**src/rtl/score_event_tx.sv**
```systemverilog
// Queues hit/kill events and presents at most one score level per display
// sample window, holding it stable until the display's sample (tick) cycle.
module score_event_tx #(
  parameter int unsigned SAMPLE_PERIOD = 30_000_000,
  parameter int unsigned PEND_W        = 4
) (
  input  logic       CLK_50M,
  input  logic       RST,
  input  logic [1:0] game_state,
  input  logic       hit_evt,
  input  logic       kill_evt,
  output logic       score_h,
  output logic       score_k,
  output logic       busy,
  output logic       pend_ovf
);

  localparam logic [31:0]       TICK_CNT = 32'(SAMPLE_PERIOD);
  localparam logic [PEND_W-1:0] PEND_MAX = '1;
  localparam logic [PEND_W-1:0] PEND_ONE = PEND_W'(1);

  // 01 and 11 are the playing states; everything else clears, like the display.
  logic active;
  assign active = game_state[0];

  logic [31:0] cnt_reg, cnt_next;
  logic        score_h_reg, score_h_next;
  logic        score_k_reg, score_k_next;
  logic        busy_reg, busy_next;
  logic        pend_ovf_reg, pend_ovf_next;
  logic        tick, slot_empty;

  // Index 0 is the hit queue, index 1 the kill queue.
  logic [1:0]        evt, dec, sat_drop;
  logic [PEND_W-1:0] pend_cur  [2];
  logic [PEND_W-1:0] pend_nxt  [2];

  assign evt = {kill_evt, hit_evt};

  generate
    for (genvar gi = 0; gi < 2; gi++) begin : g_pend
      logic [PEND_W-1:0] pend_reg, pend_next;
      logic              drop;

      always_comb begin
        pend_next = pend_reg;
        drop      = 1'b0;
        if (evt[gi] && !dec[gi]) begin
          if (pend_reg == PEND_MAX) begin
            drop = 1'b1;
          end else begin
            pend_next = pend_reg + PEND_ONE;
          end
        end else if (!evt[gi] && dec[gi]) begin
          pend_next = pend_reg - PEND_ONE;
        end
      end

      always_ff @(posedge CLK_50M) begin
        if (RST || !active) begin
          pend_reg <= '0;
        end else begin
          pend_reg <= pend_next;
        end
      end

      assign pend_cur[gi] = pend_reg;
      assign pend_nxt[gi] = pend_next;
      assign sat_drop[gi] = drop;
    end
  endgenerate

  always_comb begin
    tick       = (cnt_reg == TICK_CNT);
    slot_empty = !score_h_reg && !score_k_reg;
    cnt_next   = tick ? 32'd0 : cnt_reg + 32'd1;

    // No load on the tick: the display is sampling the current slot then.
    dec[0] = !tick && slot_empty && (pend_cur[0] != '0);
    dec[1] = !tick && slot_empty && (pend_cur[0] == '0) && (pend_cur[1] != '0);

    score_h_next = score_h_reg;
    score_k_next = score_k_reg;
    if (tick) begin
      score_h_next = 1'b0;
      score_k_next = 1'b0;
    end else if (dec[0]) begin
      score_h_next = 1'b1;
    end else if (dec[1]) begin
      score_k_next = 1'b1;
    end

    busy_next     = score_h_next || score_k_next ||
                    (pend_nxt[0] != '0) || (pend_nxt[1] != '0);
    pend_ovf_next = pend_ovf_reg || (|sat_drop);
  end

  always_ff @(posedge CLK_50M) begin
    if (RST || !active) begin
      cnt_reg      <= '0;
      score_h_reg  <= 1'b0;
      score_k_reg  <= 1'b0;
      busy_reg     <= 1'b0;
      pend_ovf_reg <= 1'b0;
    end else begin
      cnt_reg      <= cnt_next;
      score_h_reg  <= score_h_next;
      score_k_reg  <= score_k_next;
      busy_reg     <= busy_next;
      pend_ovf_reg <= pend_ovf_next;
    end
  end

  assign score_h  = score_h_reg;
  assign score_k  = score_k_reg;
  assign busy     = busy_reg;
  assign pend_ovf = pend_ovf_reg;

endmodule

```
**config.mk**
```make
export PLATFORM = sky130hd
export DESIGN_NAME = score_event_tx
export DESIGN_NICKNAME = d
export VERILOG_FILES = /design/src/rtl/score_event_tx.sv
export SDC_FILE = /design/constraint.sdc
export NUM_CORES = 1
export LEC_CHECK = 0
export CORE_MARGIN = 2
export CORE_UTILIZATION = 47
export DETAILED_ROUTE_END_ITERATION = 6
export GPL_ROUTABILITY_DRIVEN = 0
export PLACE_DENSITY_LB_ADDON = 0.05
export SYNTH_ARGS = -nofsm -noshare
export SYNTH_HDL_FRONTEND = slang
export SYNTH_SLANG_ARGS = --single-unit
```
**constraint.sdc**
```tcl
create_clock -name CLK_50M -period 2.8 [get_ports CLK_50M]
set_input_delay 0.56 -clock CLK_50M [delete_from_list [all_inputs] [get_ports CLK_50M]]
set_output_delay 0.56 -clock CLK_50M [all_outputs]
set_load 0.02 [all_outputs]
```
# Word-level counts from Yosys, hierarchy flattened
# Cells that the tools add are included.
# Widths: inputs -> output; s select.
[totals]
inputBits = 6
regBits = 44
output_inout_bits = 4
[op_classes]
n_reduce_logical = 29
n_addsub = 5
eq_ne = 3
n_mux = 15
[ops]
columns = ["cell", "count"]
rows = [
  ["$add 32x1->32 const B", 1],
  ["$eq 32x25->1 const B", 1],
  ["$mux 4", 6],
  ["$reduce_bool 4->1", 4],
  ["$logic_and 1x1->1", 9],
  ["$mux 1", 9],
  ["$add 4x1->4 const B", 2],
  ["$eq 4x4->1 const B", 2],
  ["$logic_not 1->1", 8],
  ["$sub 4x1->4 const B", 2],
  ["$logic_or 1x1->1", 5],
  ["$logic_not 4->1", 1],
  ["$reduce_or 2->1", 2],
]

# Longest topological paths before layout
# Gate-level depths: netlist (run 1).
[depth]
ltp_word = 11
mapped_depth = 11

# Worst setup path before layout (run 1)
# Ideal clock, no wire load.
[synth_path]
kind = "flip-flop to flip-flop"
startpoint = "reg cnt_reg[0]"
endpoint = "reg busy_reg (netlist: busy)"
arrival_time_ns = 2.273
path_slack_ns = 0.389
period_less_slack_ns = 2.411
stages_incl_launch_ff = 12
t_required_ns = 2.662
path_buffers = 1
path_cell_list = "dfxtp_1 > inv_1 > ha_1 > nor4bb_1 > nand4_1 > or3_1 > buf_6 > and2_4 > nor4b_1 > o31a_1 > nor4bb_1 > a41oi_1"
[synth_via]
elab_chain_cells = 11
[synth_rtl]
columns = ["item", "line_no", "text"]
rows = [
  ["start: declaration", "26", "logic [31:0] cnt_reg, cnt_next;"],
  ["start signal: assignment", "106", "cnt_reg <= cnt_next;"],
  ["$eq 32x25->1 *", "74", "tick = (cnt_reg == TICK_CNT);"],
  ["$logic_not 1->1", "79, 80", ""],
  ["$logic_and 1x1->1", "79, 80", ""],
  ["$logic_and 1x1->1 (2 in series)", "80", "dec[1] = !tick && slot_empty && (pend_cur[0] == '0) && (pend_cur[1] != '0);"],
  ["$mux 1", "89", "end else if (dec[1]) begin"],
  ["$mux 1", "87", "end else if (dec[0]) begin"],
  ["$mux 1", "84", "if (tick) begin"],
  ["$logic_or 1x1->1 (2 in series)", "93", "busy_next = score_h_next || score_k_next ||"],
  ["$logic_or 1x1->1 *", "94", "(pend_nxt[0] != '0) || (pend_nxt[1] != '0);"],
  ["end signal: assignment", "109", "busy_reg <= busy_next;"],
  ["end: declaration", "29", "logic busy_reg, busy_next;"],
]
# Mark *: on every way between the ends. The rest lies on a longest branch, timed or not.
# A chain may end at the register's enable or synchronous reset.

# Worst setup path in the final report (run 1)
# Same ends and word-level chain as after synthesis.

==> results of run 1 <==
## cell usage in the layout (no fill, tap or decap), types with 3 or more instances in the layout
cell and n:
nor2_1 52, dfxtp_1 44, nand2_1 28, xor2_1 16, nand3_1 14, xnor2_1 14
buf_4 11, inv_1 9, nand4_1 9, clkdlybuf4s50_1 8, o21ai_0 7, nor4_1 7
and3_1 6, nor3_1 6, a21oi_1 6, ha_1 6, clkbuf_8 5, or3_1 3
nor4b_1 3, or4_1 3, a211oi_1 3
## metal layers
layer	vias to the layer above	wire [um]	part of all wire [%]	track usage, %
met5	-	0	0	0
met4	0	110	2.4	7.68
met3	9	128	2.8	3.70
met2	24	2210	48	30.7
met1	889	2130	47	22.4
li1	1006	-	-	-
## cell families after synthesis
family                   count (synthesis)
multiplexers                             2
AND/OR/NAND/NOR                        147
XOR/XNOR                                30
flip-flops                              44
buffers and inverters                   17
AO/OA/AOI/OAI                           29
adder cells (fa/ha/maj)                  6
## power by group
part	leakage [nW]	total, mW	internal [mW]	switching (mW)
clock	0.0552	0.482	0.265	0.217
sequential	0.356	0.657	0.639	0.0177
combinational	0.506	0.240	0.108	0.132
total	0.917	1.38	1.01	0.366
## synthesized netlist by cell type, types with 3 or more instances
cell,n
a211oi_1,3
a21oi_1,6
and3_1,6
clkbuf_1,6
dfxtp_1,44
ha_1,6
inv_1,9
nand2_1,28
nand3_1,14
nand4_1,9
nor2_1,52
nor3_1,6
nor4_1,7
nor4b_1,3
o21ai_0,7
or3_1,4
or4_1,3
xnor2_1,14
xor2_1,16
## final timing paths
path | end | slack, ns | depth (start not counted) | from
worst max-delay path | busy | 0.20 | 10 | cnt_reg[0]
worst min-delay path | cnt_reg[0] | 0.47 | 1 | cnt_reg[0]
worst max register to register | busy | 0.20 | 10 | cnt_reg[0]
worst min register to register | cnt_reg[0] | 0.47 | 1 | cnt_reg[0]
## through the flow
stage          utilization, %  hold slack, ns  instance area (um^2)  std cells  power (mW)
2_1_floorplan               -           0.430                  2270        275       0.833
3_3_place_gp             52.6           0.447                  2470        340       0.902
3_5_place_dp             52.6           0.456                  2470        340       0.905
4_1_cts                  54.9           0.476                  2570        348        1.39
5_1_grt                  55.3           0.509                  2590        349        1.45
6_report                 55.3           0.470                  2590        349        1.38
## final cells by class
| cell class | instances | area share (%) |
|---|---|---|
| clock buffer | 6 | 2.80 |
| clock inverter | 2 | 1.35 |
| inverter | 9 | 1.30 |
| multi-input combinational | 214 | 50.9 |
| sequential | 44 | 34.0 |
| tap | 54 | 2.60 |
| timing repair buffer | 20 | 7.04 |
## timing repair
action	in CTS	in global routing
buffers inserted	0	1
endpoints found under the setup margin	0	1
gates resized for setup	0	2
endpoints found under the hold margin	0	0
==> impl_metrics.yaml, run 1 <==
detailed_routing:
  drtIter0Drc: 66
  drc: 0
  dr.pass1.iters: 4
  wl_um: 4570
  wl_per_cell_um: 13.1
  viasPerCell: 5.52
  num_vias: 1928
  ant_nets: 0
cts:
  clk_pin_slew_ns: 0.09
  numCtsBuffers: 5
  cts-root-buf: "clkbuf_8"
  ctsHoldBuffers: 0
  cts_tree: "built"
  clock_sinks: 44
  cts.path.max_buffers: 2
  worstSkewPairLatency_ns: 0.30
  cts_htree_levels: 2
global_routing:
  track_usage_pct: 18.2
  grt_pass1_vias: 1692
  grt_overflow_total: 0
  grt_first_pass_wirelength_um: 7590
  grt_max_degree: 35
  antenna_found_initial: 0
setup_path:
  worstSetupEndpointType: "flop"
  cpMaxStageDelayCell: "or3_4"
  crit_arrival_ns: 2.83
  crit_path_max_incr_delay_ns: 0.48
  start_kind: "flop"
  path_cells: "inv_1 > ha_1 > nor4bb_1 > nand4_1 > or3_4 > and2_4 > and3_4 > o31a_1 > nor4bb_2 > a41oi_1"
  critical_path_class: "flop to flop"
  crit_buf_inv: 1
  crit_fanout: 6
  cpLargestDelayFamily: "simple AND/OR/NAND/NOR gates"
  crit_required_ns: 3.03
synthesis:
  synthCells: 275
  synth.area.top_cells: "dfxtp_1 39%, nor2_1 8.6%, xor2_1 6.2%"
  synth_cell_type_count: 45
  synth-xor-area-share_pct: 11.6
  synth_edf_count: 0
  synthesis.nets: 287
  syn_area_mm2: 0.00227
  synthFlopType: "dfxtp_1"
  ys_ff_latch: 44
  async_flop_share_pct: 0
  yosysTopAreaCell: "dfxtp_1"
  synthSimpleGateAreaFrac_pct: 32.6
  synth_compound_area_share_pct: 9.44
  synth_warnings: 0
  synthAdderAreaFrac_pct: 3.31
  synth_mux_area_share_pct: 0.883
  ys_seq_area_share_pct: 38.9
  synth_top_area_share_pct: 38.9
  synth_top_family_by_area: "simple AND/OR/NAND/NOR gates"
  syn_area_per_cell_um2: 8.24
placement:
  dp_hpwl_um: 3410
  place_ws_ns: 0.109
  portBuffers: 8
floorplanning:
  die_area_mm2: 0.00539
  coreArea_mm2: 0.00469
  fp.dieH_um: 73.4
  row_count: 25
  die_w_um: 73.4
  start_util_pct: 48.3
  pin_count: 10
final_layout:
  drive_gt1_share_pct: 9.15
  multiInputGateArea_mm2: 0.00132
  n_fill_cell: 446
  antennaDiodeCount: 0
  nets: 306
  largest_reg_flops: 32
  seq_area_um2: 881
  area_growth_pct: 14.5
pwr:
  p_per_area_mw_per_mm2: 532
  power.leakage_nw: 0.917
  vdd_drop_max_mv: 0.280
sta:
  rsz0062_at_grt: "false"
  final.min_clock_period_ns: 2.60
  slew_headroom_pct: 64.9
  fmax_ghz: 0.384
  setup_viol: 0
  period_share_pct: 93.0
  drv_slew: 0
  tightest_slew_ns: 0.522
  hold_violations: 0
  fin_ws_ns: 0.197
  fin_worst_skew_ns: 0.0118
  tns_ns: 0
outcome:
  run_status: "finished clean"
min_path:
  min_path_type: "flop to flop"
flow_run:
  maxCapViolations: 0
(Power assumes the default switching activity.)
==> run 2, diff against run 1 <==
Settings changed: CTS_CLUSTER_SIZE from default to 16.
==> results of run 2 <==
The final DEF is identical to that of run 1; final timing and power are the same.
==> variant: new RTL, config.mk and constraints of run 2 <==
Add an input register stage for `game_state`, without a reset; this delays it by one clock. The other inputs are not delayed to match.
--- a/src/rtl/score_event_tx.sv
+++ b/src/rtl/score_event_tx.sv
@@ -19,9 +19,15 @@
   localparam logic [PEND_W-1:0] PEND_MAX = '1;
   localparam logic [PEND_W-1:0] PEND_ONE = PEND_W'(1);
 
+  logic [1:0] game_state_q;
+
+  always_ff @(posedge CLK_50M) begin
+    game_state_q <= game_state;
+  end
+
   // 01 and 11 are the playing states; everything else clears, like the display.
   logic active;
-  assign active = game_state[0];
+  assign active = game_state_q[0];
 
   logic [31:0] cnt_reg, cnt_next;
   logic        score_h_reg, score_h_next;
Behaviour: not the same (Yosys sat finds a counterexample within 4 cycles, from zero or initial values).
==> variant against run 2 <==
  * Global-route usage grew 1.4 points
  * Clock skew shrank 0.00053 ns
  * Design area grew 2.7%
  * Wire length grew 0.90%
  * Synthesized area grew 0.88%
  * Power grew 3.1%
  * Worst hold slack gained 0.017 ns
  * Count of clock-buffer cells in the layout grew 1
  * Via count shrank 0.73%
  * Setup slack gained 0.082 ns
  * Sequential cell count grew 1
  * Non-clock buffer count grew 4
  * Critical path type unchanged
==> variant: results (changes against run 2) <==
* Status: finished, final reports clean
* 1st-pass router iterations at 4 (unchanged)
* Total number of vias at 1,914 (-0.73%)
* P_leak at 0.953 nW (+3.9%)
* Most frequent cells after synthesis: nor2_1, dfxtp_1, nand2_1, xor2_1
* Worst VDD drop at 0.293 mV (+4.7%)
* Worst hold path cell count at 1 (unchanged)
* # diodes at 0 (unchanged)
* Drt initial violations at 84 (+27%)
* Slowest cell on crit path: or4_1
* Initial antenna violation count at 0 (unchanged)
* Nets@finish at 311 (+1.6%)
* Post-synth ARST share at 0% (unchanged)
* Pre-CTS setup slack at 0.0494 ns (-0.0591 ns)
* Port bufs at 8 (unchanged)
* Clk slew on worst S/H paths at 0.09 ns (about the same)
* Max reg flops at 32 (unchanged)
* Clock Root Buffer: clkbuf_8
* Remaining DRCs at 0 (unchanged)
* Post-synthesis cell type count at 45 (unchanged)
* Number of CTS-inserted buffers at 5 (unchanged)
* GRT Total Usage at 19.6% (+1.4 points)
* Crit path DAT at 2.69 ns (-0.14 ns)
* FF-to-FF path depth at 9 (-1)
* Mapped Nets at 288 (+0.35%)
* Clock Latency Late Sink at 0.30 ns (about the same)
* Ratio of cells with drive above 1 in the final layout at 11.0% (+1.8 points)
* Clk buf depth at 2 (unchanged)
* Synthesis warning total at 0 (unchanged)
* H-Tree Depth at 2 (unchanged)
* Hpwl dp at 3400 µm (about the same)
* Sequential area share after synthesis at 39.4% (+0.54 points)
* CP Max Fanout at 5 (-1)
* Vias in the first global route at 1,834 (+8.4%)
* Top delay family on crit path: simple AND/OR/NAND/NOR gates
* First-pass GRT wire length at 8160 µm (+7.4%)
* Crit-path max cell delay at 0.54 ns (+0.06 ns)
* Slew @ Worst Pin at 0.506 ns (-0.0157 ns)
* Final setup skew at 0.0112 ns (-0.000533 ns)
* Synth area leaders: dfxtp_1, nor2_1, xor2_1
* Worst Hold Class: reg -> reg
* Maximum number of pins on one net before global-route repair at 33 (-5.7%)
* Total Routed Length at 4610 µm (+0.90%)
variant: final timing paths:
check         startpoint       end  slack (ns)
min             pend_ovf  pend_ovf        0.49
min reg2reg     pend_ovf  pend_ovf        0.49
max          cnt_reg[16]      busy        0.28
max reg2reg  cnt_reg[16]      busy        0.28
variant: repair_timing:
item                                    in CTS  in global routing
setup buffers                                0                  1
hold buffers                                 0                  0
hold endpoints to repair                     0                  0
endpoints found under the setup margin       0                  1
gates resized for setup                      0                  4
variant: cells by family (layout without fill, tap and decap cells):
group	count (synthesis)	in the layout	share of synthesized area (%)
mux	2	2	0.876
flops	45	45	39.4
fa+ha+maj	6	6	3.28
compound gates	29	29	9.36
simple gates	147	147	32.3
xor+xnor	30	30	11.5
buf+inv	17	41	3.28
variant: final cells by class:
| cell class | count | area (µm²) |
|---|---|---|
| fillers | 446 | 2030 |
| multi-input cells | 214 | 1330 |
| flip-flops and latches | 45 | 901 |
| repair buffers | 24 | 213 |
| clock buffers | 7 | 86.3 |
| well taps | 54 | 67.6 |
| inverters | 9 | 33.8 |
| clock inverters | 1 | 30.0 |
variant: power breakdown:
group	total, mW	switching [mW]	internal (mW)
registers	0.672	0.0175	0.654
logic	0.245	0.132	0.113
clock network	0.505	0.214	0.291
variant: stage by stage:
stage          util, %  cell area [µm²]  cells
3_5_place_dp      53.7             2520    345
5_1_grt           56.8             2660    354
3_3_place_gp      53.7             2520    345
4_1_cts           56.1             2630    353
2_1_floorplan        -             2290    276
6_report          56.8             2660    354
variant: routing by layer:
metal	track usage, %	wire [µm]	vias to the layer above
met5	0	0	-
met4	8.48	84	0
met3	4.39	114	8
met2	31.8	2270	20
met1	24.7	2150	875
li1	-	-	1011
